$ cat src/rtl/muldiv_unit.sv
// muldiv_unit: iterative multiply/divide unit with HI/LO result registers.
// Multiply is shift-add and divide is restoring, one bit per cycle for WIDTH
// cycles. The result commits to HI/LO on a single edge, together with a
// one-cycle done pulse.
// Optional feature: define MULDIV_SIGNED_EN to make MULT/DIV two's-complement.
// Without it, MULT/DIV behave as MULTU/DIVU.
module muldiv_unit #(
    parameter int WIDTH = 32
) (
    input  logic             CLK,
    input  logic             RST_N,
    input  logic             start,
    input  logic [2:0]       op,
    input  logic [WIDTH-1:0] A,
    input  logic [WIDTH-1:0] B,
    output logic             busy,
    output logic             done,
    output logic             div_by_zero,
    output logic [WIDTH-1:0] HI,
    output logic [WIDTH-1:0] LO
);

    localparam logic [2:0] OP_MULT  = 3'b000;
    localparam logic [2:0] OP_DIV   = 3'b010;
    localparam logic [2:0] OP_DIVU  = 3'b011;
    localparam logic [2:0] OP_MTHI  = 3'b100;
    localparam logic [2:0] OP_MTLO  = 3'b101;

    localparam logic [1:0] S_IDLE = 2'b00;
    localparam logic [1:0] S_RUN  = 2'b01;
    localparam logic [1:0] S_DONE = 2'b10;

    localparam int              CW   = $clog2(WIDTH) + 1;
    localparam logic [CW-1:0]   LAST = CW'(WIDTH - 1);

    // Two's-complement negate when neg is set; applied to operands and results.
    function automatic logic [WIDTH-1:0] cond_neg(input logic [WIDTH-1:0] v,
                                                   input logic neg);
        return neg ? (~v + WIDTH'(1)) : v;
    endfunction

    function automatic logic [2*WIDTH-1:0] cond_neg2(input logic [2*WIDTH-1:0] v,
                                                      input logic neg);
        return neg ? (~v + (2*WIDTH)'(1)) : v;
    endfunction

    logic [1:0]       state;
    logic [CW-1:0]    cnt;
    logic             dbz_pend;

    logic [WIDTH-1:0] acc_hi;     // partial product high half / partial remainder
    logic [WIDTH-1:0] acc_lo;     // multiplier being shifted out / quotient shifted in
    logic [WIDTH-1:0] opnd;       // multiplicand or divisor magnitude
    logic             is_div;
    logic             neg_q;      // negate product / quotient at commit
    logic             neg_r;      // negate remainder at commit

    logic             signed_op;
    logic             sign_a;
    logic             sign_b;
    logic [WIDTH-1:0] mag_a;
    logic [WIDTH-1:0] mag_b;
    logic             op_arith;
    logic             op_div;
    logic             b_zero;
    logic             launch;
    logic             dbz_req;

`ifdef MULDIV_SIGNED_EN
    assign signed_op = (op == OP_MULT) || (op == OP_DIV);
`else
    assign signed_op = 1'b0;
`endif

    assign sign_a   = signed_op & A[WIDTH-1];
    assign sign_b   = signed_op & B[WIDTH-1];
    assign mag_a    = cond_neg(A, sign_a);
    assign mag_b    = cond_neg(B, sign_b);
    assign op_arith = ~op[2];
    assign op_div   = (op == OP_DIV) || (op == OP_DIVU);
    assign b_zero   = (B == '0);
    assign launch   = (state == S_IDLE) && start && op_arith && !(op_div && b_zero);
    assign dbz_req  = (state == S_IDLE) && start && op_div && b_zero;

    assign busy = (state == S_RUN);

    logic [WIDTH:0]     mul_sum;
    logic [WIDTH:0]     div_part;
    logic [WIDTH:0]     div_diff;
    logic [WIDTH-1:0]   nxt_hi;
    logic [WIDTH-1:0]   nxt_lo;

    // One iteration: shift-add multiply step or restoring divide step.
    always_comb begin
        mul_sum  = {1'b0, acc_hi} + {1'b0, opnd};
        div_part = {acc_hi, acc_lo[WIDTH-1]};
        div_diff = div_part - {1'b0, opnd};
        nxt_hi   = acc_hi;
        nxt_lo   = acc_lo;
        if (is_div) begin
            // Partial remainder stays below the divisor, so bit WIDTH of the
            // difference is a reliable borrow flag.
            if (!div_diff[WIDTH]) begin
                nxt_hi = div_diff[WIDTH-1:0];
                nxt_lo = {acc_lo[WIDTH-2:0], 1'b1};
            end else begin
                nxt_hi = div_part[WIDTH-1:0];
                nxt_lo = {acc_lo[WIDTH-2:0], 1'b0};
            end
        end else begin
            if (acc_lo[0]) begin
                {nxt_hi, nxt_lo} = {mul_sum, acc_lo[WIDTH-1:1]};
            end else begin
                {nxt_hi, nxt_lo} = {1'b0, acc_hi, acc_lo[WIDTH-1:1]};
            end
        end
    end

    logic [2*WIDTH-1:0] prod_fix;
    logic [WIDTH-1:0]   quot_fix;
    logic [WIDTH-1:0]   rem_fix;

    // Sign correction of the finished magnitudes, consumed only at commit.
    always_comb begin
        prod_fix = cond_neg2({acc_hi, acc_lo}, neg_q);
        quot_fix = cond_neg(acc_lo, neg_q);
        rem_fix  = cond_neg(acc_hi, neg_r);
    end

    // Control FSM: IDLE -> RUN (WIDTH cycles) -> DONE -> IDLE, plus divide-by-zero bypass.
    always_ff @(posedge CLK) begin
        if (!RST_N) begin
            state       <= S_IDLE;
            cnt         <= '0;
            dbz_pend    <= 1'b0;
            done        <= 1'b0;
            div_by_zero <= 1'b0;
        end else begin
            done        <= 1'b0;
            div_by_zero <= 1'b0;
            case (state)
                S_IDLE: begin
                    if (launch) begin
                        state    <= S_RUN;
                        cnt      <= '0;
                        dbz_pend <= 1'b0;
                    end else if (dbz_req) begin
                        state    <= S_DONE;
                        dbz_pend <= 1'b1;
                    end
                end
                S_RUN: begin
                    cnt <= cnt + CW'(1);
                    if (cnt == LAST) begin
                        state <= S_DONE;
                    end
                end
                S_DONE: begin
                    done        <= 1'b1;
                    div_by_zero <= dbz_pend;
                    dbz_pend    <= 1'b0;
                    state       <= S_IDLE;
                end
                default: state <= S_IDLE;
            endcase
        end
    end

    // Operand latch at launch and per-cycle iteration of the working registers.
    always_ff @(posedge CLK) begin
        if (!RST_N) begin
            acc_hi <= '0;
            acc_lo <= '0;
            opnd   <= '0;
            is_div <= 1'b0;
            neg_q  <= 1'b0;
            neg_r  <= 1'b0;
        end else if (launch) begin
            acc_hi <= '0;
            acc_lo <= op_div ? mag_a : mag_b;
            opnd   <= op_div ? mag_b : mag_a;
            is_div <= op_div;
            neg_q  <= sign_a ^ sign_b;
            neg_r  <= sign_a;
        end else if (state == S_RUN) begin
            acc_hi <= nxt_hi;
            acc_lo <= nxt_lo;
        end
    end

    // Architectural HI/LO: written by MTHI/MTLO in IDLE or by the DONE commit.
    always_ff @(posedge CLK) begin
        if (!RST_N) begin
            HI <= '0;
            LO <= '0;
        end else if (state == S_IDLE && start && op == OP_MTHI) begin
            HI <= A;
        end else if (state == S_IDLE && start && op == OP_MTLO) begin
            LO <= A;
        end else if (state == S_DONE && !dbz_pend) begin
            if (is_div) begin
                HI <= rem_fix;
                LO <= quot_fix;
            end else begin
                HI <= prod_fix[2*WIDTH-1:WIDTH];
                LO <= prod_fix[WIDTH-1:0];
            end
        end
    end

endmodule

$ cat config.mk
export PLATFORM = sky130hd
export DESIGN_NAME = muldiv_unit
export DESIGN_NICKNAME = d
export VERILOG_FILES = /design/src/rtl/muldiv_unit.sv
export SDC_FILE = /design/constraint.sdc
export NUM_CORES = 1
export LEC_CHECK = 0
export ABC_AREA = 1
export CORE_MARGIN = 3
export CORE_UTILIZATION = 60
export DETAILED_ROUTE_END_ITERATION = 16
export PLACE_DENSITY_LB_ADDON = 0.2
export SLEW_MARGIN = 20
export SYNTH_ARGS = -nofsm -noshare
export SYNTH_HDL_FRONTEND = slang
export SYNTH_SLANG_ARGS = --single-unit
$ cat constraint.sdc
create_clock -name CLK -period 6.55 [get_ports CLK]
set_clock_uncertainty 0.15 [all_clocks]
set_input_delay 0.655 -clock CLK [delete_from_list [all_inputs] [get_ports CLK]]
set_output_delay 0.655 -clock CLK [all_outputs]
set_load 0.02 [all_outputs]
**After elaboration in Yosys (flattened, before gate mapping)**

Index checks and enable logic that the tools add are counted.

- Register bits after elaboration: 172
- Input bits: 70
- Output and inout port bits: 67
- Word-level logic and storage cells: 79

- $add $sub $neg: 3
- Equal/unequal tests: 11
- Mux-type cells: 25
- Bitwise gates (word level): 3
- Reductions and logical operators: 26

Operators with widths:

| kind | count |
|---|---|
| two-way mux 32 bit | 14 |
| adder 32 x 32 -> 33 bit | 1 |
| subtractor 33 x 32 -> 33 bit | 1 |
| logical NOT 32 bit | 1 |
| one-hot mux 6 bit (2 select lines) | 1 |
| AND reduction 2 bit | 6 |
| nonzero test 2 bit | 5 |
| logical AND 1 bit | 9 |
| adder 6 x 1 -> 6 bit, second input constant | 1 |
| == test 3 x 2 -> 1 bit, second input constant | 2 |
| == test 3 bit, second input constant | 2 |
| == test 6 x 5 -> 1 bit, second input constant | 1 |
| two-way mux 2 bit | 3 |
| two-way mux 6 bit | 1 |
| two-way mux 1 bit | 4 |
| inequality test 2 bit, second input constant | 2 |
| one-hot mux 2 bit (2 select lines) | 1 |
| inequality test 3 bit, second input constant | 1 |
| inverter 1 bit | 3 |
| == test 2 x 1 -> 1 bit, second input constant | 1 |
| == test 2 bit, second input constant | 1 |
| logical NOT 1 bit | 2 |
| logical NOT 2 bit | 1 |
| inequality test 2 x 1 -> 1 bit, second input constant | 1 |
| other kinds (3) | 3 |

**Longest topological paths before layout**

- Depth in word-level cells: 7
- Gate-level depth with buffers: 18
- Depth with buffers taken out: 17

**Worst setup path after synthesis**

No wires, ideal clock.

- Path type: flip-flop to flip-flop
- Start: reg acc_lo[31]
- End: reg acc_hi[15]
- Setup time: 122 ps
- Arrival time: 2102 ps
- Data required time: 6278 ps
- Setup slack: 4177 ps
- Cell stages (with the launch flop): 19
- Buffers on the path: 1
- Period minus slack after synthesis: 2373 ps
- Path through: dfxtp_1 inv_1 ha_1 fa_1 inv_1 nand2_1 nand2_1 nand3_2 nand2_4 nand2_2 nand2_4 nand2_4 nand2_4 nand2_4 nand2_8 buf_12 nand2_4 nand3_2 a21oi_2

- Word-level cells in the longest chain between the ends: 3

Ends and longest elaborated chain:

| item | RTL line | RTL |
|---|---|---|
| from (decl) | 52 | `logic [WIDTH-1:0] acc_lo;` |
| from (signal assigned) | 180 | `acc_lo <= op_div ? mag_a : mag_b;` |
| from (signal assigned) | 187 | `acc_lo <= nxt_lo;` |
| subtractor 33 x 32 -> 33 bit | 97 | `div_diff = div_part - {1'b0, opnd};` |
| two-way mux 32 bit | 103 | `if (!div_diff[WIDTH]) begin` |
| two-way mux 32 bit | 100 | `if (is_div) begin` |
| to (signal assigned) | 186 | `acc_hi <= nxt_hi;` |
| to (decl) | 51 | `logic [WIDTH-1:0] acc_hi;` |

Every way passes these cells.
A chain may end at the register's enable or synchronous reset.

**Final worst setup path**

- Start: in B[25]
- End: reg acc_hi[30]

- Word-level cells in the longest chain between the ends: 5

Ends and longest elaborated chain:

| item | RTL line | RTL |
|---|---|---|
| from (decl) | 15 | `input logic [WIDTH-1:0] B,` |
| logical NOT 32 bit | 81 | `assign b_zero = (B == '0);` |
| logical AND 1 bit | 82 | `assign launch = (state == S_IDLE) && start && op_arith && !(op_div && b_zero);` |
| logical NOT 1 bit | 82 |  |
| logical AND 1 bit | 82 |  |
| OR reduction 2 bit (no source line) | n/a |  |

Every way passes these cells.

==> reports/qor.txt <==
status: completed
Total GRT Usage: 35.4%
Detail Placement HPWL: 35800 µm
Post-CTS Setup Repair Bufs: 0
period utilisation layout: 50.7%
vias in the first global route: 14536
Max Cap Viol: 0
Synth Register Bits: 172
Worst setup endpoint: acc_hi[30]$_SDFFE_PP0P_
Critical Path Source Type: input pin
total CTS buffers: 17
CP arrival: 3.55 ns
Syn Inst Count: 2461
Skew-Pair Late Insertion Delay: 0.45 ns
largest net degree at the start of global routing: 103
first-pass GRT wire length: 74100 µm
non-filler cells in the finished layout: 2857
Tightest Pin Transition: 1.03 ns
n_diodes: 0
cts hold-fix bufs: 0
synthesized area: 0.0144 mm²
core area: 0.0235 mm²
Final Hold Viols: 0
Nets: 2662
Setup CP Type: input pin to flop
post-synth top area cell: dfxtp_1
Mapped Nets: 2598
die height: 161 µm
power density over cell area: 248 mW/mm²
number of I/O pins: 137
CP required: 6.78 ns
min Tclk post-route: 3.32 ns
1st-iter DRT viols: 1657
gpl congestion: 1.05
RR Endpoint: acc_hi[19]$_SDFFE_PP0P_
register-to-register setup slack: 3.32 ns
Switch Pwr: 1.78 mW
Power Total: 4.05 mW
Synth area leaders: dfxtp_1 (24%), nand2_1 (20%), inv_1 (9.9%)
relative slew slack: 30.8%
Crit. Startpoint: B[25]
Synth cell types: 47
drt first pass iters: 6
RSZ-0062 raised after global routing: no
max-slew violation count: 0
Final Setup Violations: 0
count of input and output buffers: 136
Row Count: 56
CP max FO: 36
via count: 15972
DP Cell Count: 2825
Layout area overhead: 13.4%
starting density of the core: 61.3%
Vias per Instance: 5.59
Comb pwr share: 44.0%
clock share of power: 25.4%
total detailed-routing wirelength: 47300 µm
RR Startpoint: acc_lo[31]$_SDFFE_PN0P_
Sw Share: 43.8%
Synth top area share: 23.9%
Reg2Reg Depth: 18
Longest Clk Path Bufs: 2
GRT overflow: 0
maximum vdd drop: 0.176 mV
DRC: 0
Clk pin slew, worst setup/hold paths: 0.07 ns
Int Pwr: 2.28 mW
antenna-violating nets left: 0
clock sinks: 172
Reg power frac: 30.6%
fmax: 0.301 GHz
Ys Warns: 0
WL/cell: 16.6 µm
CTS tree: done
post-synthesis sequential area ratio: 23.9%
CTS H-Tree Depth: 4
P_leak: 7.86 nW
Hold Path Class: flop to flop
share of layout cells above drive strength 1: 6.46%
post_cts resized: 0
syn_area_per_cell: 5.86 µm²
Die Area: 0.0259 mm²
crit end category: flop
die width: 161 µm
Total Negative Setup Slacks: 0 ns
antenna violations before repair: 0
CTS root buf: clkbuf_16
## Yosys cell counts, drive strengths merged
cell	number
clkinv	4
a21oi	187
nor4	2
nand4	18
nand3b	5
dfxtp	172
o311ai	1
o21ai	242
a31oi	67
nand2	818
dlygate4sd1	1
fa	2
a21o	5
xor2	20
nand3	118
o21bai	7
buf	26
clkbuf	78
inv	391
nor2	209
or2	1
and2	1
xnor2	5
and3	3
nor3	10
o211ai	1
ha	65
nor3b	2
## placed cells by master, fill, tap and decap left out, types with 2 or more instances in the layout
master	n
a21o_1	5
a21oi_1	157
a21oi_2	29
a31oi_1	67
and3_1	3
buf_4	14
clkbuf_1	2
clkbuf_16	17
clkdlybuf4s50_1	135
clkinv_1	4
clkinv_4	5
clkinvlp_4	2
dfxtp_1	171
fa_1	2
ha_1	65
inv_1	381
inv_2	10
inv_8	3
nand2_1	777
nand2_2	18
nand2_4	22
nand3_1	89
nand3_2	28
nand3b_1	5
nand4_1	18
nor2_1	204
nor2_2	2
nor2_4	3
nor3_1	7
nor3_4	3
nor3b_1	2
nor4_1	2
o21ai_0	236
o21ai_1	6
o21bai_1	7
xnor2_1	5
xor2_1	20
## stage by stage
step / util, % / hold slack [ns] / setup slack (ns) / area, µm²
after floorplan: - / 0.296 / 4.18 / 14400
after global placement: 67.1 / 0.316 / 3.05 / 15800
after detailed placement: 67.1 / 0.325 / 2.96 / 15800
after CTS: 69.5 / 0.336 / 3.33 / 16400
after global routing: 69.5 / 0.367 / 3.07 / 16400
final: 69.5 / 0.334 / 3.23 / 16400
## registers in the layout, indices dropped and copies added (netlist names)
signal,cells
HI,32
dbz_pend,1
div_by_zero,1
cnt,6
is_div,1
opnd,32
acc_hi,32
done,1
LO,32
state,2
acc_lo,32
## worst min path at each step
stage	startpoint	end	slack (ns)	cells after the start
2_1_floorplan	cnt[0]$_SDFFE_PN0P_	cnt[0]$_SDFFE_PN0P_	0.30	1
6_report	cnt[1]$_SDFFE_PN0P_	cnt[1]$_SDFFE_PN0P_	0.33	2
5_1_grt	cnt[1]$_SDFFE_PN0P_	cnt[1]$_SDFFE_PN0P_	0.37	2
3_3_place_gp	cnt[1]$_SDFFE_PN0P_	cnt[1]$_SDFFE_PN0P_	0.32	2
3_5_place_dp	cnt[1]$_SDFFE_PN0P_	cnt[1]$_SDFFE_PN0P_	0.33	2
4_1_cts	cnt[1]$_SDFFE_PN0P_	cnt[1]$_SDFFE_PN0P_	0.34	2
## layout make-up
cell class,instances,area (µm²)
Timing Repair Buffer,150,1460
Multi-Input combinational cell,1789,9010
Clock buffer,19,433
Inverter,395,1480
Clock inverter,13,136
Tap cell,319,399
Sequential cell,172,3440
Fill cell,2209,7180
## power by group through the flow
| stage | logic, mW | clock network (mW) | registers, mW |
|---|---|---|---|
| floorplan | 1.25 | 0 | 1.29 |
| global placement | 1.71 | 0 | 1.26 |
| detailed placement | 1.74 | 0 | 1.26 |
| CTS | 1.75 | 1.02 | 1.24 |
| global route | 1.97 | 1.06 | 1.25 |
| finish | 1.78 | 1.03 | 1.24 |
## layer usage
metal,wire (µm),GRT usage (%),up-vias,share of wire [%]
li1,-,-,7915,-
met3,3860,7.31,120,8.1
met1,20100,46.5,7246,42
met2,21500,57.7,691,45
met4,1910,12.6,0,4.0
met5,0,0,-,0
## worst max-delay path, stage by stage
cell	delay, ns
clkdlybuf4s50_1	0.40
inv_1	0.11
nand4_1	0.12
nor4_1	0.43
nand3_1	0.19
nand2_2	0.11
inv_2	0.22
nor2_4	0.78
o21ai_0	0.31
a21oi_2	0.18
## cell families after synthesis
logic type	synth area share [%]
flops	23.9
buf+inv	13.8
fa+ha+maj	5.91
simple gates	35.6
xor+xnor	1.52
compound gates	19.4
No activity file was read; power rests on OpenSTA's default activity.
